<file path="src/rtl/sdram_arb_pkg.sv">
// Shared types and default widths for the two-master SDRAM arbiter.
// Sized for a 32M x 16-bit SDRAM.
package sdram_arb_pkg;

  localparam int ADDR_W_DEF    = 25;
  localparam int DATA_W_DEF    = 16;
  localparam int BE_W_DEF      = 2;
  localparam int TAG_DEPTH_DEF = 8;

  typedef logic mid_t;

  typedef enum logic [1:0] {
    ARB,
    LOCK0,
    LOCK1
  } arb_state_t;

endpackage

</file>
<file path="src/rtl/sdram_arb_tag_fifo.sv">
// Tag FIFO recording which master issued each outstanding SDRAM read.
// A push into a full FIFO is legal when a pop happens in the same cycle.
module sdram_arb_tag_fifo
  import sdram_arb_pkg::*;
#(
  parameter int DEPTH = TAG_DEPTH_DEF
) (
  input  logic                     clk,
  input  logic                     rst,
  input  logic                     push,
  input  mid_t                     din,
  input  logic                     pop,
  output mid_t                     dout,
  output logic                     full,
  output logic                     empty,
  output logic [$clog2(DEPTH):0]   count
);

  localparam int AW = $clog2(DEPTH);
  localparam logic [AW:0] CNT_FULL = (AW+1)'(DEPTH);

  mid_t          mem [DEPTH];
  logic [AW-1:0] wr_ptr;
  logic [AW-1:0] rd_ptr;
  logic          do_push;
  logic          do_pop;

  assign empty   = (count == '0);
  assign full    = (count == CNT_FULL);
  assign do_pop  = pop & ~empty;
  assign do_push = push & (~full | do_pop);
  assign dout    = mem[rd_ptr];

  always_ff @(posedge clk or posedge rst) begin
    if (rst) begin
      wr_ptr <= '0;
      rd_ptr <= '0;
      count  <= '0;
    end else begin
      if (do_push) wr_ptr <= wr_ptr + AW'(1);
      if (do_pop)  rd_ptr <= rd_ptr + AW'(1);
      if (do_push && !do_pop)      count <= count + (AW+1)'(1);
      else if (do_pop && !do_push) count <= count - (AW+1)'(1);
    end
  end

  // Storage holds no control state, so it is left out of reset.
  always_ff @(posedge clk) begin
    if (do_push) mem[wr_ptr] <= din;
  end

endmodule

</file>
<file path="src/rtl/sdram_arbiter.sv">
// Round-robin two-master Avalon-MM arbiter in front of the SDRAM controller,
// with grant locking under waitrequest and tag-routed pipelined read data.
module sdram_arbiter
  import sdram_arb_pkg::*;
#(
  parameter int ADDR_W    = ADDR_W_DEF,
  parameter int DATA_W    = DATA_W_DEF,
  parameter int BE_W      = BE_W_DEF,
  parameter int TAG_DEPTH = TAG_DEPTH_DEF
) (
  input  logic                         clk_clk,
  input  logic                         reset_reset,
  input  logic [ADDR_W-1:0]            m0_address,
  input  logic                         m0_read,
  input  logic                         m0_write,
  input  logic [DATA_W-1:0]            m0_writedata,
  input  logic [BE_W-1:0]              m0_byteenable,
  output logic                         m0_waitrequest,
  output logic [DATA_W-1:0]            m0_readdata,
  output logic                         m0_readdatavalid,
  input  logic [ADDR_W-1:0]            m1_address,
  input  logic                         m1_read,
  input  logic                         m1_write,
  input  logic [DATA_W-1:0]            m1_writedata,
  input  logic [BE_W-1:0]              m1_byteenable,
  output logic                         m1_waitrequest,
  output logic [DATA_W-1:0]            m1_readdata,
  output logic                         m1_readdatavalid,
  output logic [ADDR_W-1:0]            s_address,
  output logic                         s_read,
  output logic                         s_write,
  output logic [DATA_W-1:0]            s_writedata,
  output logic [BE_W-1:0]              s_byteenable,
  input  logic                         s_waitrequest,
  input  logic [DATA_W-1:0]            s_readdata,
  input  logic                         s_readdatavalid,
  output logic [$clog2(TAG_DEPTH):0]   pend_count,
  output logic                         err_rdv
);

  arb_state_t state, state_n;
  mid_t       ptr, ptr_n;
  mid_t       gnt;
  logic       gnt_vld;
  logic       sel_read, sel_write;
  logic       accept;
  logic       rd_ok, elig0, elig1;
  logic       fifo_full, fifo_empty, pop;
  mid_t       head;

  assign pop   = s_readdatavalid & ~fifo_empty;
  // A pop in the same cycle frees the slot the new read will take.
  assign rd_ok = ~fifo_full | pop;
  assign elig0 = (m0_read | m0_write) & (~m0_read | rd_ok);
  assign elig1 = (m1_read | m1_write) & (~m1_read | rd_ok);

  always_ff @(posedge clk_clk or posedge reset_reset) begin
    if (reset_reset) begin
      state <= ARB;
      ptr   <= 1'b0;
    end else begin
      state <= state_n;
      ptr   <= ptr_n;
    end
  end

  always_comb begin
    state_n = state;
    ptr_n   = ptr;
    gnt     = ptr;
    gnt_vld = 1'b0;
    case (state)
      ARB: begin
        if (elig0 && elig1) begin
          gnt     = ptr;
          gnt_vld = 1'b1;
        end else if (elig0) begin
          gnt     = 1'b0;
          gnt_vld = 1'b1;
        end else if (elig1) begin
          gnt     = 1'b1;
          gnt_vld = 1'b1;
        end
      end
      LOCK0: begin
        gnt     = 1'b0;
        gnt_vld = m0_read | m0_write;
      end
      LOCK1: begin
        gnt     = 1'b1;
        gnt_vld = m1_read | m1_write;
      end
      default: begin
        gnt_vld = 1'b0;
      end
    endcase
    if (reset_reset) gnt_vld = 1'b0;

    sel_read     = gnt ? m1_read  : m0_read;
    sel_write    = gnt ? m1_write : m0_write;
    s_address    = gnt ? m1_address    : m0_address;
    s_writedata  = gnt ? m1_writedata  : m0_writedata;
    s_byteenable = gnt ? m1_byteenable : m0_byteenable;
    // Read wins over an illegal simultaneous write.
    s_read       = gnt_vld & sel_read;
    s_write      = gnt_vld & sel_write & ~sel_read;
    accept       = (s_read | s_write) & ~s_waitrequest;

    if (!gnt_vld) begin
      state_n = ARB;
    end else if (accept) begin
      state_n = ARB;
      ptr_n   = ~gnt;
    end else begin
      state_n = gnt ? LOCK1 : LOCK0;
    end

    m0_waitrequest = ~(accept & (gnt == 1'b0));
    m1_waitrequest = ~(accept & (gnt == 1'b1));
  end

  sdram_arb_tag_fifo #(
    .DEPTH (TAG_DEPTH)
  ) u_tag_fifo (
    .clk   (clk_clk),
    .rst   (reset_reset),
    .push  (accept & s_read),
    .din   (gnt),
    .pop   (s_readdatavalid),
    .dout  (head),
    .full  (fifo_full),
    .empty (fifo_empty),
    .count (pend_count)
  );

  assign m0_readdata      = s_readdata;
  assign m1_readdata      = s_readdata;
  assign m0_readdatavalid = pop & (head == 1'b0);
  assign m1_readdatavalid = pop & (head == 1'b1);

  always_ff @(posedge clk_clk or posedge reset_reset) begin
    if (reset_reset)                        err_rdv <= 1'b0;
    else if (s_readdatavalid && fifo_empty) err_rdv <= 1'b1;
  end

endmodule
</file>
<file path="config.mk">
export PLATFORM = sky130hd
export DESIGN_NAME = sdram_arbiter
export DESIGN_NICKNAME = d
export VERILOG_FILES = /design/src/rtl/sdram_arb_pkg.sv /design/src/rtl/sdram_arb_tag_fifo.sv /design/src/rtl/sdram_arbiter.sv
export SDC_FILE = /design/constraint.sdc
export NUM_CORES = 1
export LEC_CHECK = 0
export CAP_MARGIN = 10
export CORE_ASPECT_RATIO = 1.2
export CORE_UTILIZATION = 31
export CTS_BUF_LIST = sky130_fd_sc_hd__clkbuf_8
export CTS_CLUSTER_SIZE = 30
export DETAILED_ROUTE_END_ITERATION = 10
export PLACE_DENSITY = 0.9
export SYNTH_ARGS = -nofsm -noshare
export SYNTH_HDL_FRONTEND = slang
export SYNTH_SLANG_ARGS = --single-unit
</file>
<file path="constraint.sdc">
create_clock -name clk_clk -period 5 [get_ports clk_clk]
set_input_delay 1 -clock clk_clk [delete_from_list [all_inputs] [get_ports clk_clk]]
set_output_delay 1 -clock clk_clk [all_outputs]
set_load 0.02 [all_outputs]
</file>
Word-level counts from Yosys, hierarchy flattened
Memories as Yosys holds them, arrays and structs flattened.
Cells that the tools add are included.

word-level totals
  register bits = 14
  RAM bits = 8
  bits of input ports = 110
  output and inout bits = 86
  word-level logic and storage cells = 74
  memories kept = 1

memory list
  memory          words  width  read ports  clocked after memory_dff  wr ports  line                      RTL
  u_tag_fifo.mem  8      1      1           0                         1         sdram_arb_tag_fifo.sv:22  mid_t mem [DEPTH];

operators by class
  add/sub/neg operators = 4
  equality and inequality tests = 3
  muxes and demuxes = 21
  bitwise logic cells = 29
  reduce and logical (&&, ||, !) cells = 10

operator list
  cell                                                 number
  two-way mux 25 bit                                   1
  two-way mux 16 bit                                   1
  bitwise AND 1 bit                                    13
  two-way mux 1 bit                                    11
  inverter 1 bit                                       10
  two-way mux 2 bit                                    4
  two-way mux 4 bit                                    2
  adder 3 x 1 -> 3 bit, second input constant          2
  bitwise OR 1 bit                                     6
  case mux 1 bit (3 select lines)                      2
  adder 4 x 1 -> 4 bit, second input constant          1
  equality test 4 bit, second input constant           1
  logical AND 1 bit                                    4
  logical NOT 4 bit                                    1
  subtractor 4 x 1 -> 4 bit, second input constant     1
  equality test 2 x 1 -> 1 bit, second input constant  1
  equality test 2 bit, second input constant           1
  logical NOT 1 bit                                    2
  logical NOT 2 bit                                    1
  AND reduction 2 bit                                  1
  nonzero test 2 bit                                   1

Logic depth before layout (Yosys ltp)
  word-level depth = 21
  mapped depth = 17
  gate-level depth less buffers = 15

Cells and area by module
Synthesis repeated with hierarchy kept, for this count alone.

unflattened totals
  cell total of the unflattened synthesis = 197
  area, all modules = 2175.8 um^2

modules (own cells, without submodules)
  module              times used  cells an instance  area each (um^2)  seq. area each (um^2)
  sdram_arbiter       1           123                1213.7            100.1
  sdram_arb_tag_fifo  1           74                 962.2             490.5

Worst setup path before layout
Ideal clock, no wire load.

  path kind = in2out
  from = in m1_read
  to = out s_address[10]
  arrival = 2762 ps
  data required time = 4000 ps
  slack = 1238 ps
  stages = 8
  buffers on the path = 3
  cell sequence = clkbuf_1 -> nand2_1 -> o32a_1 -> a221oi_2 -> or3_4 -> buf_2 -> buf_2 -> mux2_2

on the way
  cells in the longest elaborated chain, start to end = 8
  elaborated cells on any way between the ends = 10
  those cells by class = 5 x mux; 4 x bitwise; 1 x reduce/logical

ends and longest elaborated chain
  item                                 line                  RTL
  start, declared                      sdram_arbiter.sv:22   input logic m1_read,
  inverter 1 bit                       sdram_arbiter.sv:55   assign elig1 = (m1_read | m1_write) & (~m1_read | rd_ok);
  bitwise OR 1 bit                     sdram_arbiter.sv:55
  bitwise AND 1 bit (*)                sdram_arbiter.sv:55
  two-way mux 1 bit                    sdram_arbiter.sv:80   end else if (elig1) begin
  two-way mux 1 bit                    sdram_arbiter.sv:77   end else if (elig0) begin
  two-way mux 1 bit (*)                sdram_arbiter.sv:74   if (elig0 && elig1) begin
  case mux 1 bit (3 select lines) (*)  sdram_arbiter.sv:72   case (state)
  two-way mux 25 bit (*)               sdram_arbiter.sv:101  s_address = gnt ? m1_address : m0_address;
  end, declared                        sdram_arbiter.sv:29   output logic [ADDR_W-1:0] s_address,

Mark *: on every way between the ends. The rest lies on a longest branch, timed or not.

Worst setup path after layout
  from = in s_readdatavalid
  to = out s_read

on the way
  cells in the longest elaborated chain, start to end = 10
  elaborated cells on any way between the ends = 18
  those cells by class = 10 x mux; 7 x bitwise; 1 x reduce/logical

ends and longest elaborated chain
  item                                 line                  RTL
  start, declared                      sdram_arbiter.sv:36   input logic s_readdatavalid,
  bitwise AND 1 bit (*)                sdram_arbiter.sv:51   assign pop = s_readdatavalid & ~fifo_empty;
  bitwise OR 1 bit (*)                 sdram_arbiter.sv:53   assign rd_ok = ~fifo_full | pop;
  bitwise OR 1 bit                     sdram_arbiter.sv:55
  bitwise AND 1 bit                    sdram_arbiter.sv:55
  two-way mux 1 bit                    sdram_arbiter.sv:80
  two-way mux 1 bit                    sdram_arbiter.sv:77
  two-way mux 1 bit (*)                sdram_arbiter.sv:74
  case mux 1 bit (3 select lines) (*)  sdram_arbiter.sv:72
  named net gnt                        sdram_arbiter.sv:43   mid_t gnt;
  two-way mux 1 bit (*)                sdram_arbiter.sv:99   sel_read = gnt ? m1_read : m0_read;
  bitwise AND 1 bit (*)                sdram_arbiter.sv:105  s_read = gnt_vld & sel_read;
  end, declared                        sdram_arbiter.sv:30   output logic s_read,

Mark *: on every way through the listed nets, which the timed path passes. The rest lies on a longest branch.

==> results.json <==
{
  "run_status": "finished, final reports clean",
  "grt_usage_pct": 18.2,
  "multi_input_area_sq_um": 1140,
  "fillCellCount": 561,
  "clockRootBuffer": "sky130_fd_sc_hd__clkbuf_8",
  "report.final.slew_viol_count": 0,
  "worstPathArrival_ns": 3.79,
  "synth-seq-area-share_pct": 28.8,
  "floorplan.die.height_um": 91.0,
  "power.share.sequential_pct": 21.5,
  "rsz0062_at_grt": "no",
  "antenna_found_initial": 0,
  "timing.critical_path.fanout_max": 22,
  "cts_sinks": 22,
  "critical_path_required_ns": 4.00,
  "core_footprint_sq_um": 6410,
  "wire_length_of_the_first_global_routing_pass_um": 9790,
  "placement.io_buffers": 147,
  "post_syn_area_per_cell_sq_um": 10.8,
  "critPathCaptureType": "output pin",
  "post_cts_hold_buffers": 0,
  "synth_warn": 0,
  "place_congestion": 0.835,
  "cts_max_path_buffers": 2,
  "routed_wl_um": 6290,
  "finalCriticalPeriod_ns": 4.79,
  "layout-drive-gt1-share_pct": 21.9,
  "diodes": 0,
  "routed-via-count": 1815,
  "setup-violations-final": 0,
  "finalClockSkew_ns": 0.00302,
  "synth.ff_latch_count": 22,
  "crit_path_start_kind": "primary input",
  "final_min_period_over_clock_period_pct": 95.9,
  "number_of_placed_cells_counting_well_taps": 383,
  "slew-limit-headroom_pct": 63.5,
  "drcViolationCount": 0,
  "final_net_count": 419,
  "die-area_sq_um": 6940,
  "first_global_vias": 1877,
  "dr.pass1.iters": 4,
  "drt-vias-per-instance": 4.69,
  "synthDistinctLibCells": 41,
  "layout.area.seq_sq_um": 591,
  "route.detailed.wl_per_inst_um": 16.3,
  "placement_rows": 32,
  "clockPowerShare_pct": 10.4,
  "sw_frac_of_total_pct": 40.0,
  "postRouteAntennaNets": 0,
  "drv.max_cap_violation_count": 0,
  "numCtsBuffers": 3,
  "floorplan.initialDensity_pct": 32.0,
  "power_density_nw_per_um2": 464,
  "overflow": 0,
  "count_of_flip_flops_with_a_built_in_enable_after_synthesis": 8,
  "synthToLayoutAreaGrowth_pct": 67.7,
  "die-width_um": 76.2,
  "path_class": "primary input to output pin",
  "cts_max_level": 1,
  "drt-initial-drc-count": 148,
  "syn-cell-area_sq_um": 2050,
  "post_cts_resize_count": 0,
  "largest_net_degree_at_the_start_of_global_routing": 23,
  "worst_pin_slew_ns": 0.546,
  "syn_nets": 305,
  "synth_top_flop_cell": "sky130_fd_sc_hd__dfrtp_1",
  "switchingPower_mw": 0.637,
  "hp-class": "flip-flop to flip-flop",
  "clk_pin_slew_worst_paths_ns": 0.08,
  "syn-instance-count": 189,
  "combinational_fraction_of_design_power_pct": 68.1,
  "clkLatencyLatePin_ns": 0.26,
  "postCtsSetupBuffers": 0,
  "totalNegativeSetupSlack_ns": 0,
  "intPower_mw": 0.957,
  "finalHoldViolations": 0,
  "post-route-util_pct": 53.6,
  "ff2ff_setup_slack_ns": 1.10,
  "timing.fmax_mhz": 209,
  "layoutNonFillerInstCount": 387,
  "hpwlAfterDp_um": 5280,
  "p_leak_nw": 1.31,
  "ir_drop_uv": 228,
  "tritoncts_clock_tree": "done",
  "pin_count": 196,
  "synth-async-reset-ratio_pct": 63.6,
  "post-layout-total-power_mw": 1.59
}
Yosys cell counts, types with 2 or more instances:
| library cell | count | area [sq um] |
|---|---|---|
| sky130_fd_sc_hd__a21oi_1 | 3 | 15.0 |
| sky130_fd_sc_hd__o41ai_1 | 2 | 17.5 |
| sky130_fd_sc_hd__nor3_1 | 6 | 30.0 |
| sky130_fd_sc_hd__dfrtp_1 | 14 | 350 |
| sky130_fd_sc_hd__o21ai_0 | 2 | 10.0 |
| sky130_fd_sc_hd__inv_1 | 5 | 18.8 |
| sky130_fd_sc_hd__buf_2 | 6 | 30.0 |
| sky130_fd_sc_hd__nor2_1 | 7 | 26.3 |
| sky130_fd_sc_hd__mux2_2 | 47 | 529 |
| sky130_fd_sc_hd__edfxtp_1 | 8 | 240 |
| sky130_fd_sc_hd__xor2_1 | 2 | 17.5 |
| sky130_fd_sc_hd__nand3_1 | 2 | 10.0 |
| sky130_fd_sc_hd__xnor2_1 | 6 | 52.6 |
| sky130_fd_sc_hd__buf_1 | 2 | 7.51 |
| sky130_fd_sc_hd__mux4_2 | 2 | 45.0 |
| sky130_fd_sc_hd__a21o_1 | 2 | 15.0 |
| sky130_fd_sc_hd__buf_4 | 32 | 240 |
| sky130_fd_sc_hd__nand4_1 | 2 | 12.5 |
| sky130_fd_sc_hd__nand2_1 | 6 | 22.5 |
| sky130_fd_sc_hd__nand2b_1 | 2 | 12.5 |
| sky130_fd_sc_hd__and3_1 | 2 | 12.5 |
| sky130_fd_sc_hd__ha_1 | 5 | 62.6 |
| sky130_fd_sc_hd__nor4bb_4 | 2 | 50.1 |
| sky130_fd_sc_hd__nor4b_2 | 3 | 45.0 |
| sky130_fd_sc_hd__mux2i_1 | 3 | 30.0 |
worst max-delay path, stage by stage:
cell,delay (ns)
sky130_fd_sc_hd__clkdlybuf4s50_1,0.50
sky130_fd_sc_hd__nor3_1,0.33
sky130_fd_sc_hd__a221oi_2,0.11
sky130_fd_sc_hd__or3_4,0.54
sky130_fd_sc_hd__inv_4,0.18
sky130_fd_sc_hd__mux2i_1,0.12
sky130_fd_sc_hd__nor3_1,0.31
sky130_fd_sc_hd__clkdlybuf4s50_1,0.69
stage by stage:
stage | worst slack, ns | area [sq um] | hold slack [ns]
4_1_cts | 0.135 | 3430 | 0.468
6_report | 0.206 | 3430 | 0.458
3_5_place_dp | 0.223 | 3360 | 0.449
3_3_place_gp | 0.265 | 3360 | 0.442
2_1_floorplan | 1.24 | 2050 | 0.463
5_1_grt | 0.0114 | 3430 | 0.494
metal layers:
layer,part of all wire [%],vias up,GRT usage (%)
met1,45,823,24.9
met3,8.3,8,4.12
met5,0,-,0
met4,1.2,0,4.97
met2,45,110,28.5
li1,-,874,-
power by group through the flow:
stage	Clock (mW)	Sequential [mW]	Combinational (mW)
after floorplan	0	0.337	0.693
after global placement	0	0.341	1.07
after detailed placement	0	0.348	1.09
after CTS	0.170	0.344	1.09
after global routing	0.179	0.357	1.16
final	0.166	0.343	1.08
worst paths after layout:
| kind | start | end | cells past startpoint |
|---|---|---|---|
| worst max-delay path | s_readdatavalid | s_read | 8 |
| worst min-delay path | err_rdv | err_rdv | 1 |
| worst max register to register | u_tag_fifo.count[0] | u_tag_fifo.count[3] | 15 |
| worst min register to register | err_rdv | err_rdv | 1 |
| max in group asynchronous | reset_reset | u_tag_fifo.rd_ptr[0] | 2 |
| min in group asynchronous | reset_reset | ptr | 2 |
sequential cells by signal (all words and copies together) (netlist names):
register	cells
u_tag_fifo.mem	8
u_tag_fifo.rd_ptr	3
ptr	1
u_tag_fifo.wr_ptr	3
u_tag_fifo.count	4
err_rdv	1
state	2
cells by family after synthesis:
family | count (synthesis) | synth area share [%]
compound gates | 14 | 5.01
xor+xnor | 8 | 3.42
fa+ha+maj | 6 | 4.03
buf+inv | 48 | 15.5
flops | 22 | 28.8
mux | 53 | 30.2
simple gates | 38 | 13.0
placed cells by master (no fill, tap or decap), types with 3 or more instances in the layout:
cell type and n:
sky130_fd_sc_hd__nand2_1 6, sky130_fd_sc_hd__clkdlybuf4s50_1 147, sky130_fd_sc_hd__mux2i_1 3, sky130_fd_sc_hd__nor4b_2 3, sky130_fd_sc_hd__inv_1 5, sky130_fd_sc_hd__buf_4 4, sky130_fd_sc_hd__a21oi_1 3, sky130_fd_sc_hd__dfrtp_1 14
sky130_fd_sc_hd__nor3_1 6, sky130_fd_sc_hd__edfxtp_1 8, sky130_fd_sc_hd__mux2_2 47, sky130_fd_sc_hd__nor2_1 7, sky130_fd_sc_hd__ha_1 5, sky130_fd_sc_hd__clkbuf_8 3, sky130_fd_sc_hd__xnor2_1 6
cell type report:
type / instances / area share [%]
clock buffer: 3 / 1.20
clock inverter: 1 / 0.874
inverter: 6 / 0.729
multi-input combinational: 119 / 33.2
sequential: 22 / 17.2
tap: 85 / 3.10
timing repair buffer: 151 / 43.7
(Power assumes the default switching activity.)
